`src/rtl/rd_req_split_sched_pkg.sv`:
```
// Shared DMA head layout, widths and MRRS decode for the read-request splitter.
package rd_req_split_sched_pkg;

    localparam int DMA_HEAD_W    = 128;
    localparam int DMA_LEN_WIDTH = 13;

    localparam int HEAD_ADDR_MSB = 95;
    localparam int HEAD_ADDR_LSB = 32;
    localparam int HEAD_LEN_MSB  = 12;
    localparam int HEAD_LEN_LSB  = 0;

    typedef enum logic {
        ST_IDLE  = 1'b0,
        ST_SPLIT = 1'b1
    } split_state_t;

    typedef struct packed {
        logic [31:0]              rsvd;
        logic [63:0]              addr;
        logic [18:0]              pad;
        logic [DMA_LEN_WIDTH-1:0] len;
    } dma_head_t;

    // Codes above 5 clamp to 4096 bytes.
    function automatic logic [DMA_LEN_WIDTH-1:0] mrrs_bytes(input logic [2:0] code);
        logic [2:0] c;
        c = (code > 3'd5) ? 3'd5 : code;
        return 13'd128 << c;
    endfunction

endpackage

```
`src/rtl/rd_req_split_sched_fifo.sv`:
```
// Generic synchronous FIFO, power-of-two depth, show-ahead read data.
// Latency: written word visible at rdata the cycle after the write.
// Backpressure: writes ignored when full, reads ignored when empty.
module rd_req_split_sched_fifo #(
    parameter int DSIZE = 1,
    parameter int ASIZE = 4
) (
    input  logic             dma_clk,
    input  logic             rst_n,
    input  logic             wr_en,
    input  logic [DSIZE-1:0] wdata,
    input  logic             rd_en,
    output logic [DSIZE-1:0] rdata,
    output logic             full,
    output logic             empty,
    output logic [ASIZE:0]   count
);

    logic [DSIZE-1:0] mem [2**ASIZE];
    logic [ASIZE:0]   wptr;
    logic [ASIZE:0]   rptr;
    logic             push;
    logic             pop;

    assign count = wptr - rptr;
    assign full  = count[ASIZE];
    assign empty = (wptr == rptr);
    assign rdata = mem[rptr[ASIZE-1:0]];
    assign push  = wr_en & ~full;
    assign pop   = rd_en & ~empty;

    always_ff @(posedge dma_clk) begin
        if (push) begin
            mem[wptr[ASIZE-1:0]] <= wdata;
        end
    end

    always_ff @(posedge dma_clk or negedge rst_n) begin
        if (!rst_n) begin
            wptr <= '0;
            rptr <= '0;
        end else begin
            if (push) wptr <= wptr + 1'b1;
            if (pop)  rptr <= rptr + 1'b1;
        end
    end

endmodule

```
`src/rtl/rd_req_split_sched.sv`:
```
// Splits DMA read requests into MRRS-bounded, MRRS-aligned sub-requests; flags the final response.
// Latency: first sub-request the cycle after accept, then one per cycle; next accept after the last one.
// Backpressure: holds sub-request while sub_req_ready=0; stalls when the flag FIFO is full.
module rd_req_split_sched
    import rd_req_split_sched_pkg::*;
#(
    parameter int SUB_DEPTH_LOG = 6
) (
    input  logic                    dma_clk,
    input  logic                    rst_n,
    input  logic                    req_valid,
    output logic                    req_ready,
    input  logic [DMA_HEAD_W-1:0]   req_head,
    input  logic [2:0]              max_rd_req_sz,
    output logic                    sub_req_valid,
    input  logic                    sub_req_ready,
    output logic [DMA_HEAD_W-1:0]   sub_req_head,
    output logic                    sub_req_last,
    input  logic                    rsp_valid,
    input  logic                    rsp_ready,
    input  logic                    rsp_last,
    output logic                    emit,
    output logic [SUB_DEPTH_LOG:0]  sub_outstanding,
    output logic                    err_unexp_rsp
);

    split_state_t             state;
    split_state_t             state_nxt;
    logic [63:0]              cur_addr;
    logic [DMA_LEN_WIDTH-1:0] rem;
    logic [DMA_LEN_WIDTH-1:0] mrrs_b;
    logic [DMA_LEN_WIDTH-1:0] room;
    logic [DMA_LEN_WIDTH-1:0] chunk;
    dma_head_t                sub_hdr;
    logic                     accept;
    logic                     sub_fire;
    logic                     flag_full;
    logic                     flag_empty;
    logic                     flag_head;
    logic                     rsp_eop;
    logic                     unused_head_bits;

    assign unused_head_bits = ^{req_head[DMA_HEAD_W-1:HEAD_ADDR_MSB+1],
                                req_head[HEAD_ADDR_LSB-1:HEAD_LEN_MSB+1]};

    // Bytes left before the next MRRS-aligned boundary; mrrs_b is a power of two.
    assign room  = mrrs_b - (cur_addr[DMA_LEN_WIDTH-1:0] & (mrrs_b - 1'b1));
    assign chunk = (rem < room) ? rem : room;

    assign accept   = req_valid & req_ready;
    assign sub_fire = sub_req_valid & sub_req_ready;

    always_comb begin
        state_nxt     = state;
        req_ready     = 1'b0;
        sub_req_valid = 1'b0;
        sub_req_last  = 1'b0;
        sub_hdr       = '0;
        case (state)
            ST_IDLE: begin
                req_ready = 1'b1;
                if (req_valid) state_nxt = ST_SPLIT;
            end
            ST_SPLIT: begin
                sub_req_valid = ~flag_full;
                sub_req_last  = (rem <= chunk);
                sub_hdr.addr  = cur_addr;
                sub_hdr.len   = chunk;
                if (sub_req_valid && sub_req_ready && sub_req_last) state_nxt = ST_IDLE;
            end
            default: state_nxt = ST_IDLE;
        endcase
    end

    assign sub_req_head = sub_hdr;

    always_ff @(posedge dma_clk or negedge rst_n) begin
        if (!rst_n) begin
            state <= ST_IDLE;
        end else begin
            state <= state_nxt;
        end
    end

    // MRRS is captured at accept only, so in-flight splitting ignores later changes.
    always_ff @(posedge dma_clk or negedge rst_n) begin
        if (!rst_n) begin
            cur_addr <= '0;
            rem      <= '0;
            mrrs_b   <= '0;
        end else if (accept) begin
            cur_addr <= req_head[HEAD_ADDR_MSB:HEAD_ADDR_LSB];
            rem      <= req_head[HEAD_LEN_MSB:HEAD_LEN_LSB];
            mrrs_b   <= mrrs_bytes(max_rd_req_sz);
        end else if (sub_fire) begin
            cur_addr <= cur_addr + 64'(chunk);
            rem      <= rem - chunk;
        end
    end

    assign rsp_eop       = rsp_valid & rsp_ready & rsp_last;
    assign err_unexp_rsp = rsp_eop & flag_empty;
    assign emit          = ~flag_empty & flag_head;

    rd_req_split_sched_fifo #(
        .DSIZE (1),
        .ASIZE (SUB_DEPTH_LOG)
    ) u_flag_fifo (
        .dma_clk (dma_clk),
        .rst_n   (rst_n),
        .wr_en   (sub_fire),
        .wdata   (sub_req_last),
        .rd_en   (rsp_eop),
        .rdata   (flag_head),
        .full    (flag_full),
        .empty   (flag_empty),
        .count   (sub_outstanding)
    );

endmodule

```
`config.mk`:
```
export PLATFORM = sky130hd
export DESIGN_NAME = rd_req_split_sched
export DESIGN_NICKNAME = d
export VERILOG_FILES = /design/src/rtl/rd_req_split_sched_pkg.sv /design/src/rtl/rd_req_split_sched_fifo.sv /design/src/rtl/rd_req_split_sched.sv
export SDC_FILE = /design/constraint.sdc
export NUM_CORES = 1
export LEC_CHECK = 0
export CAP_MARGIN = 15
export CELL_PAD_IN_SITES_DETAIL_PLACEMENT = 2
export CELL_PAD_IN_SITES_GLOBAL_PLACEMENT = 2
export CORE_MARGIN = 2
export CORE_UTILIZATION = 30
export DETAILED_ROUTE_END_ITERATION = 8
export PLACE_DENSITY = 0.85
export SLEW_MARGIN = 20
export SYNTH_ARGS = -nofsm -noshare
export SYNTH_HDL_FRONTEND = slang
export SYNTH_SLANG_ARGS = --single-unit
```
`constraint.sdc`:
```
create_clock -name dma_clk -period 10.22 [get_ports dma_clk]
set_input_delay 2.555 -clock dma_clk [delete_from_list [all_inputs] [get_ports dma_clk]]
set_output_delay 2.555 -clock dma_clk [all_outputs]
set_load 0.005 [all_outputs]
```
==> flow_summary.yaml <==
cts:
  post_cts_buffers: 0
  ctsResizeCount: 0
  cts_tree: "built"
  cts_root_buffer: "clkbuf_16"
  cts_hold_buf: 0
  path_clk_slew_ns: 0.08
  insertion_delay_ns: 0.45
  cts.htree.levels: 4
  cts_buffer_depth: 2
  cts.sinks: 162
  numCtsBuffers: 17
synth:
  ys_seq_elements: 162
  avgSynthCellArea_sq_um: 9.02
  ys_types: 78
  synthFlopType: "dfrtp_1"
  synth_area_sq_mm: 0.0113
  netlist.area_leader.share_pct: 21.7
  yosysTopAreaCell: "dfrtp_1"
  async_reset_ff_share_pct: 60.5
  synth-seq-area-share_pct: 38.8
  synth_compound_area_share_pct: 13.3
  synth_warnings: 0
  synth_fa_ha_area_share_pct: 6.08
  synth_edf_count: 64
  synth_common_cells: "nor2_1, nand2_1, dfrtp_1"
  synthCells: 1251
  synth-simple-area-share_pct: 22.8
  synth-xor-area-share_pct: 5.89
  synth_top_family_by_area: "simple AND/OR/NAND/NOR gates"
  synthTopCellsByArea: "dfrtp_1, edfxtp_1, nor2_1"
  synth.area.mux_share_pct: 5.70
  post-synth-top-count-cell: "nor2_1"
detailed_routing:
  dr.pass1.iters: 5
  wl_microns: 41500
  drcViolationCount: 0
  ant_nets: 0
  wl_per_cell_microns: 22.0
  via_per_inst: 5.34
  drt_iter0_markers: 558
  dr_total_vias: 10100
timing:
  tns_ns: 0
  finalSetupViolations: 0
  maxSlewViolCount: 0
  skew_ns: 0.0137
  period_needed_ns: 9.50
  finalCritPeriodShare_pct: 92.9
  rsz0062_at_grt: "false"
  relSlewSlack_pct: 25.1
  max_freq_ghz: 0.105
  hold_viol: 0
  setup_ws_ns: 0.725
  worst_slew_pin_slew_ns: 1.11
place:
  dp_hpwl_microns: 29500
  gp_congestion: 0.915
  pre_cts_slack_ns: 1.44
  port_buffers: 175
power:
  pwr-share-comb_pct: 62.1
  internal_power_mw: 2.81
  power_switching_share_pct: 46.3
  power.density_mw_per_mm2: 376
  peakVddDrop_v: 0.000189
  power.switching_mw: 2.42
  power.leakage_nw: 5.40
  power.clock.fraction_pct: 13.7
  power_frac_seq_pct: 24.2
global_route:
  grt_pass1_wl_microns: 64900
  grt_max_degree: 64
  grt_use_met2_pct: 37.1
  busiest_layer: "met2"
  use_met3_pct: 3.19
  antenna_found_initial: 1
  grt_pass1_vias: 11000
  met1_usage_pct: 27.7
  overflow: 0
  grt_use_total_pct: 21.5
worst_setup_path:
  worstPathArrival_ns: 6.94
  path_class: "register to output pin"
  cp-end-kind: "output pin"
  max_stage_delay_ns: 0.62
  crit_path_top_delay_cell: "mux2i_1"
  cpMostUsedCell: "ha_1"
  cp_max_fo: 13
  startpoint_type: "register"
  cp.required_ns: 7.67
floorplanning:
  core_area_sq_mm: 0.0373
  initial_core_util_pct: 30.2
  die_h_microns: 198
  dieArea_sq_mm: 0.0392
  fp.dieW_microns: 198
  pin_count: 278
  rows: 71
cells_and_area:
  n_antenna_cell: 0
  fin_nets: 1588
  areaGrowthSynthToFinish_pct: 23.3
  drive_gt1_share_pct: 7.30
run:
  drv_cap: 0
hold_path:
  hold_class: "register to register"
status:
  status: "complete, no violations"
[state kept, by name (all words and copies together), names as in the netlist]
register,cells
cur_addr,64
state,1
u_flag_fifo.mem,64
mrrs_b,6
u_flag_fifo.rptr,7
u_flag_fifo.wptr,7
rem,13
[per-layer routing]
layer | part of all wire, % | routed length [microns]
met1 | 44 | 18400
met2 | 50 | 20700
met3 | 3.3 | 1370
met4 | 2.2 | 927
met5 | 0.031 | 13
[final timing paths]
path | from | endpoint | slack (ns) | cells past startpoint
min in group asynchronous | rst_n | cur_addr[2] | 2.14 | 1
setup / recovery | mrrs_b[8] | sub_req_last | 0.72 | 26
setup reg to reg | mrrs_b[8] | cur_addr[60] | 2.84 | 27
hold / removal | mrrs_b[12] | mrrs_b[12] | 0.51 | 2
max in group asynchronous | rst_n | state | 6.86 | 2
hold reg to reg | mrrs_b[12] | mrrs_b[12] | 0.51 | 2
[cells in the final DEF (no fill, tap or decap), types with 7 or more instances in the layout]
master,count
nor2_1,185
nor4_1,13
nand2_1,115
a21o_1,14
edfxtp_1,64
a21oi_1,42
xnor2_1,44
inv_1,57
nand3_1,30
and3_1,13
nand4_1,16
mux4_2,18
and2_1,62
or3_1,19
mux2i_1,17
inv_8,9
a31oi_1,24
conb_1,51
nand2b_1,9
a211oi_1,9
buf_4,9
o211ai_1,9
ha_1,50
nor3_1,26
o21ai_1,9
xor2_1,30
o22ai_1,14
o2111ai_1,8
o21ai_0,48
clkbuf_16,17
or4_1,7
dfrtp_1,97
clkdlybuf4s50_1,174
[stage by stage]
step | cells | utilization [%] | area, sq um | power (mW) | hold slack, ns
global route | 1884 | 37.3 | 13900 | 5.62 | 0.549
floorplan | 1301 | - | 11500 | 3.20 | 0.442
CTS | 1884 | 37.3 | 13900 | 5.25 | 0.512
finish | 1884 | 37.3 | 13900 | 5.23 | 0.512
global placement | 1852 | 35.6 | 13300 | 4.30 | 0.482
detailed placement | 1852 | 35.6 | 13300 | 4.46 | 0.496
[area by class of cell]
type / instances / area [sq um]
multi-input combinational: 975 / 6290
timing repair buffer: 183 / 1810
clock buffer: 17 / 425
fill: 4156 / 23400
sequential: 162 / 4380
inverter: 58 / 218
tap: 474 / 593
clock inverter: 15 / 204
[power groups by stage]
stage / Combinational [mW] / Sequential [mW] / Clock (mW)
after floorplan: 2.04 / 1.16 / 0
after global placement: 3.05 / 1.25 / 0
after detailed placement: 3.19 / 1.27 / 0
after CTS: 3.26 / 1.26 / 0.730
after global routing: 3.56 / 1.30 / 0.757
final: 3.25 / 1.26 / 0.718
[worst max-delay path: cells and delay by family, from the launching register on]
family / cells / cell delay [ns]
muxes: 1 / 0.62
adders and majority gates: 4 / 1.25
DFF: 1 / 0.48
and+or+nand+nor: 7 / 0.86
buffers and inverters: 4 / 1.12
AOI/OAI and AO/OA: 8 / 1.65
xor gates and xnor gates: 2 / 0.50
[logic make-up (layout without fill, tap and decap cells)]
family / Yosys count / in the layout
fa+ha+maj: 53 / 53
xor+xnor: 75 / 75
mux: 41 / 41
other cells: 1 / 51
compound gates: 225 / 225
buf+inv: 164 / 273
simple gates: 530 / 530
flops: 162 / 162
(Power assumes the default switching activity.)
==> patch 1 (same flow settings) <==
Register the output `err_unexp_rsp`; this adds one clock of latency there. The other outputs are not delayed to match.
--- a/src/rtl/rd_req_split_sched.sv
+++ b/src/rtl/rd_req_split_sched.sv
@@ -99,7 +99,9 @@
     end
 
     assign rsp_eop       = rsp_valid & rsp_ready & rsp_last;
-    assign err_unexp_rsp = rsp_eop & flag_empty;
+    always_ff @(posedge dma_clk) begin
+        err_unexp_rsp <= rsp_eop & flag_empty;
+    end
     assign emit          = ~flag_empty & flag_head;
 
     rd_req_split_sched_fifo #(
Behaviour: not the same (a bounded check fails within 4 cycles, from zero or initial values and one cycle with rst_n low).
==> patch 1 against the unedited design <==
Power fell by 0.22%. Combinational power barely moved. Critical path depth did not move. Synthesized area rose by 0.18%. Clock power fell by 1%. Routed wire length rose by 0.41%. Sequential cell count rose by 1. Non-clock buffer count rose by 1. Setup slack improved by 0.11 ns. Cell area rose by 0.45%. Count of clock-buffer cells in the layout did not move. Critical path type unchanged. Largest cell class unchanged. Largest power group unchanged.
==> patch 1: results (changes against the unedited design) <==
stage,metric,value,unit,change
status,status,"finished, final reports clean",,
sta,worst_slack,0.836,ns,+0.111 ns
synthesis,ys_seq_area_share,38.9,%,+0.11 points
critical_path,arrival,6.83,ns,-0.11 ns
critical_path,cp_max_fo,13,,unchanged
power_and_ir_drop,power.leakage,5.39,nW,about the same
clock_network,cts.clk_slew.worst_paths,0.07,ns,
finish,multi_input_gates,975,,unchanged
placed_design,hpwlAfterDp,29.7,mm,+0.64%
finish,seqCellArea,4400,µm²,+0.46%
synthesis,ys_ff_latch,163,,+0.62%
finish,nNonClkInverters,58,,unchanged
critical_path,rrSetupSlack,3.14,ns,+0.30 ns
synthesis,synth-xor-area-share,5.88,%,-0.010 points
clock_network,clockBufferDepth,2,,unchanged
clock_network,cts_max_level,4,,unchanged
global_route,grt_pass1_vias,11200,,+2.2%
synthesis,yosys_warnings,0,,unchanged
global_route,grt_usage,21.5,%,about the same
power_and_ir_drop,vdd_drop_max,0.197,mV,+4.0%
drt,wire_per_inst,21.7,µm,-1.6%
finish,n_all_buffers,184,,+0.55%
sta,relSlewSlack,28.2,%,+3.1 points
placed_design,port_buffers,175,,unchanged
placed_design,place_ws,1.54,ns,+0.0968 ns
sta,skew,0.0140,ns,+0.000328 ns
synthesis,synth_mux_area_share,5.69,%,-0.010 points
clock_network,root_buffer,clkbuf_16,,
global_route,antenna_found_initial,2,,+1
critical_path,critPathTopFamily,compound AO/OA/AOI/OAI gates,,
finish,nClkBuffers,17,,unchanged
sta,hold_ws,0.526,ns,+0.0143 ns
finish,clk_share,4.42,%,-0.10 points
finish,drive_above_1_share,7.37,%,+0.060 points
finish,fillers,4151,,-0.12%
critical_path,crit_slowest_cell,mux2i_1,,
synthesis,synth-async-reset-ratio,60.1,%,-0.37 points
synthesis,synthTopCellsByCount,"nor2_1 (187), nand2_1 (116), dfrtp_1 (98)",,
critical_path,critical-path-max-stage-delay,0.65,ns,+0.03 ns
drt,vias,10100,,+0.43%
finish,nets,1590,,+0.13%
drt,drt-initial-drc-count,542,,-2.9%
placed_design,dp.cells,1891,,+2.1%
finish,area_share_nonclk_buffers,13.0,%,about the same
synthesis,synth_fa_ha_area_share,6.07,%,-0.011 points
drt,wirelength,41.6,mm,+0.41%
synthesis,synth_compound_area_share,13.3,%,-0.024 points
clock_network,cts_made_buffers,17,,unchanged
global_route,grt_pass1_wl,65.0,mm,+0.15%
synthesis,ys_top_cells_by_area,"dfrtp_1 (22%), edfxtp_1 (17%), nor2_1 (6.2%)",,
clock_network,worstSkewPairLatency,0.46,ns,
drt,dr.pass1.iters,4,,-1
placed_design,gp_congestion,0.870,,-4.9%
finish,antenna_cells,0,,unchanged
synthesis,synth.distinct_cells,79,,+1.3%
synthesis,avgSynthCellArea,9.03,µm²,about the same
global_route,grt_start_max_net_pins,70,,+9.4%
## patch 1: logic make-up after synthesis
logic type                 after synthesis
other                                    1
and+or+nand+nor                        530
muxes                                   41
adders and majority gates               53
buffers and inverters                  164
DFF                                    163
AOI/OAI and AO/OA                      225
xor gates and xnor gates                75
## patch 1: path summary, 6_finish.rpt
check / end / depth (start not counted) / start
worst max-delay path: sub_req_last / 26 / mrrs_b[8]$_DFFE_PN0P_
worst min-delay path: u_flag_fifo.rptr[6]$_DFFE_PN0P_ / 1 / u_flag_fifo.rptr[6]$_DFFE_PN0P_
worst max register to register: cur_addr[53]$_DFFE_PN0P_ / 26 / mrrs_b[8]$_DFFE_PN0P_
worst min register to register: u_flag_fifo.rptr[6]$_DFFE_PN0P_ / 1 / u_flag_fifo.rptr[6]$_DFFE_PN0P_
max in group asynchronous: state$_DFF_PN0_ / 2 / rst_n
min in group asynchronous: cur_addr[1]$_DFFE_PN0P_ / 1 / rst_n
## patch 1: layer usage
metal | track usage [%] | routed length (µm) | vias up
li1 | - | - | 4614
met1 | 27.6 | 18300 | 5159
met2 | 37.3 | 20800 | 265
met3 | 3.07 | 1670 | 57
met4 | 6.49 | 819 | 4
met5 | 0 | 26 | -
## patch 1: stage by stage
step	area [µm²]	utilization (%)	power, mW
floorplan	11500	-	3.20
global placement	13400	35.7	4.30
detailed placement	13400	35.7	4.48
CTS	14000	37.4	5.24
global route	14000	37.4	5.62
finish	14000	37.4	5.22
## patch 1: report_power, final
part	switching, mW	leakage, nW	total (mW)	internal [mW]
registers	0.261	1.78	1.26	0.997
clock network	0.319	0.295	0.711	0.392
logic	1.81	3.31	3.25	1.43
==> patch 2 (same settings) <==
Without the edit above. `SUB_DEPTH_LOG`: 6 -> 5.
--- a/src/rtl/rd_req_split_sched.sv
+++ b/src/rtl/rd_req_split_sched.sv
@@ -4,7 +4,7 @@
 module rd_req_split_sched
     import rd_req_split_sched_pkg::*;
 #(
-    parameter int SUB_DEPTH_LOG = 6
+    parameter int SUB_DEPTH_LOG = 5
 ) (
     input  logic                    dma_clk,
     input  logic                    rst_n,
Interface: changed (resized sub_outstanding); port bits go from 278 to 277. The function was not compared with the original's and may differ.
==> patch 2 against the unedited design <==
Routed wire length fell by 12%. Highest routed layer is now met4. Cell area fell by 12%. Synthesized area fell by 14%. Final cell count fell by 10%. Largest cell class unchanged. Sequential cell count fell by 34. Setup slack got worse by 0.32 ns. Worst hold slack improved by 0.011 ns.
Power is not shown: default switching activity piles up to over one toggle a cycle in this logic, so the estimate is an artifact.
==> patch 2: results (changes against the unedited design) <==
stage,metric,value,unit,change
placed_design,hpwlAfterDp,26.6,mm,-9.9%
clock_network,cts.clk_slew.worst_paths,0.06,ns,-0.02 ns
global_route,met1_usage,28.7,%,+0.99 points
critical_path,worstReg2RegEnd,cur_addr[62]$_DFFE_PN0P_,,
critical_path,crit_end,sub_req_last,,
synthesis,ys_ff_latch,128,,-21%
global_route,grtUsageMet3,3.32,%,+0.13 points
finish,nNonClkInverters,52,,-10%
drt,top_layer_used,met4,,
critical_path,rrSetupSlack,2.36,ns,-0.48 ns
synthesis,postSynthCellCount,1124,,-10%
critical_path,cp_max_fo,33,,+20
finish,seqCellArea,3360,µm²,-23%
finish,nets,1470,,-7.4%
placed_design,place_ws,0.531,ns,-0.911 ns
global_route,grt_usage,21.9,%,+0.40 points
global_route,grt_pass1_vias,10000,,-8.6%
synthesis,ys_top_cells_by_area,"dfrtp_1 (25%), edfxtp_1 (10%), ha_1 (6.6%)",,
finish,regMostFlops,cur_addr,,
drt,drt-initial-drc-count,456,,-18%
drt,wirelength,36.7,mm,-12%
global_route,grt_pass1_wl,57.6,mm,-11%
drt,wl_met3,1.29,mm,-5.3%
placed_design,gp_congestion,0.842,,-8.0%
placed_design,port_buffers,174,,-0.57%
placed_design,detailed_place.area,11600,µm²,-13%
clock_network,root_buffer,clkbuf_16,,
finish,fillers,3534,,-15%
drt,dr.pass1.iters,4,,-1
critical_path,r2r_cells,26,,-3.7%
global_route,antenna_found_initial,3,,+2
drt,route.layer.met1.wl,16.5,mm,-10%
finish,multi_input_area,5750,µm²,-8.6%
synthesis,ys_seq_area_share,34.8,%,-3.9 points
status,status,"finished, final reports clean",,
critical_path,critical-path-max-stage-delay,0.56,ns,-0.06 ns
sta,skew,0.0126,ns,-0.00109 ns
finish,clk_share,4.77,%,+0.25 points
critical_path,arrival,7.26,ns,+0.32 ns
synthesis,synth-async-reset-ratio,75.0,%,+15 points
drt,vias,9013,,-10%
synthesis,synth.distinct_cells,66,,-15%
placed_design,dp.cells,1657,,-11%
finish,multi_input_gates,894,,-8.3%
finish,antenna_cells,3,,+3
critical_path,crit_slowest_cell,clkdlybuf4s50_1,,
critical_path,r2r_start,mrrs_b[7]$_DFFE_PN0P_,,
sta,relSlewSlack,24.9,%,-0.14 points
synthesis,synthTopCellsByCount,"nor2_1 (114), nand2_1 (101), dfrtp_1 (96)",,
finish,post-route-util,38.7,%,+1.4 points
global_route,met2_usage,37.5,%,+0.35 points
global_route,grt_start_max_net_pins,75,,+17%
sta,hold_ws,0.523,ns,+0.0110 ns
-- patch 2: changes by cell type after synthesis, sizes merged, moves of 9 or more --
cell    unedited run  this run
a21oi             42        52
edfxtp            64        32
nand4             16        36
or3               20        10
buf               72        58
o21ai             57        76
and2              62        72
nor2             189       114
nor4              18         8
o22ai             14         5
nand2            116       101
-- patch 2: timing repair --
item,in CTS,in global routing
pin swaps,0,1
resized for setup,2,3
buffers inserted,0,4
cloned,0,0
endpoints found under the setup margin,1,1
-- patch 2: cells by family after synthesis --
| group | count (synthesis) | synth area share (%) |
|---|---|---|
| other | 1 | 0.0388 |
| multiplexers | 30 | 4.48 |
| adder cells (fa/ha/maj) | 54 | 7.23 |
| buffers and inverters | 152 | 7.96 |
| XOR/XNOR | 74 | 6.79 |
| flip-flops | 128 | 34.8 |
| AND/OR/NAND/NOR | 457 | 24.1 |
| AO/OA/AOI/OAI | 228 | 14.6 |
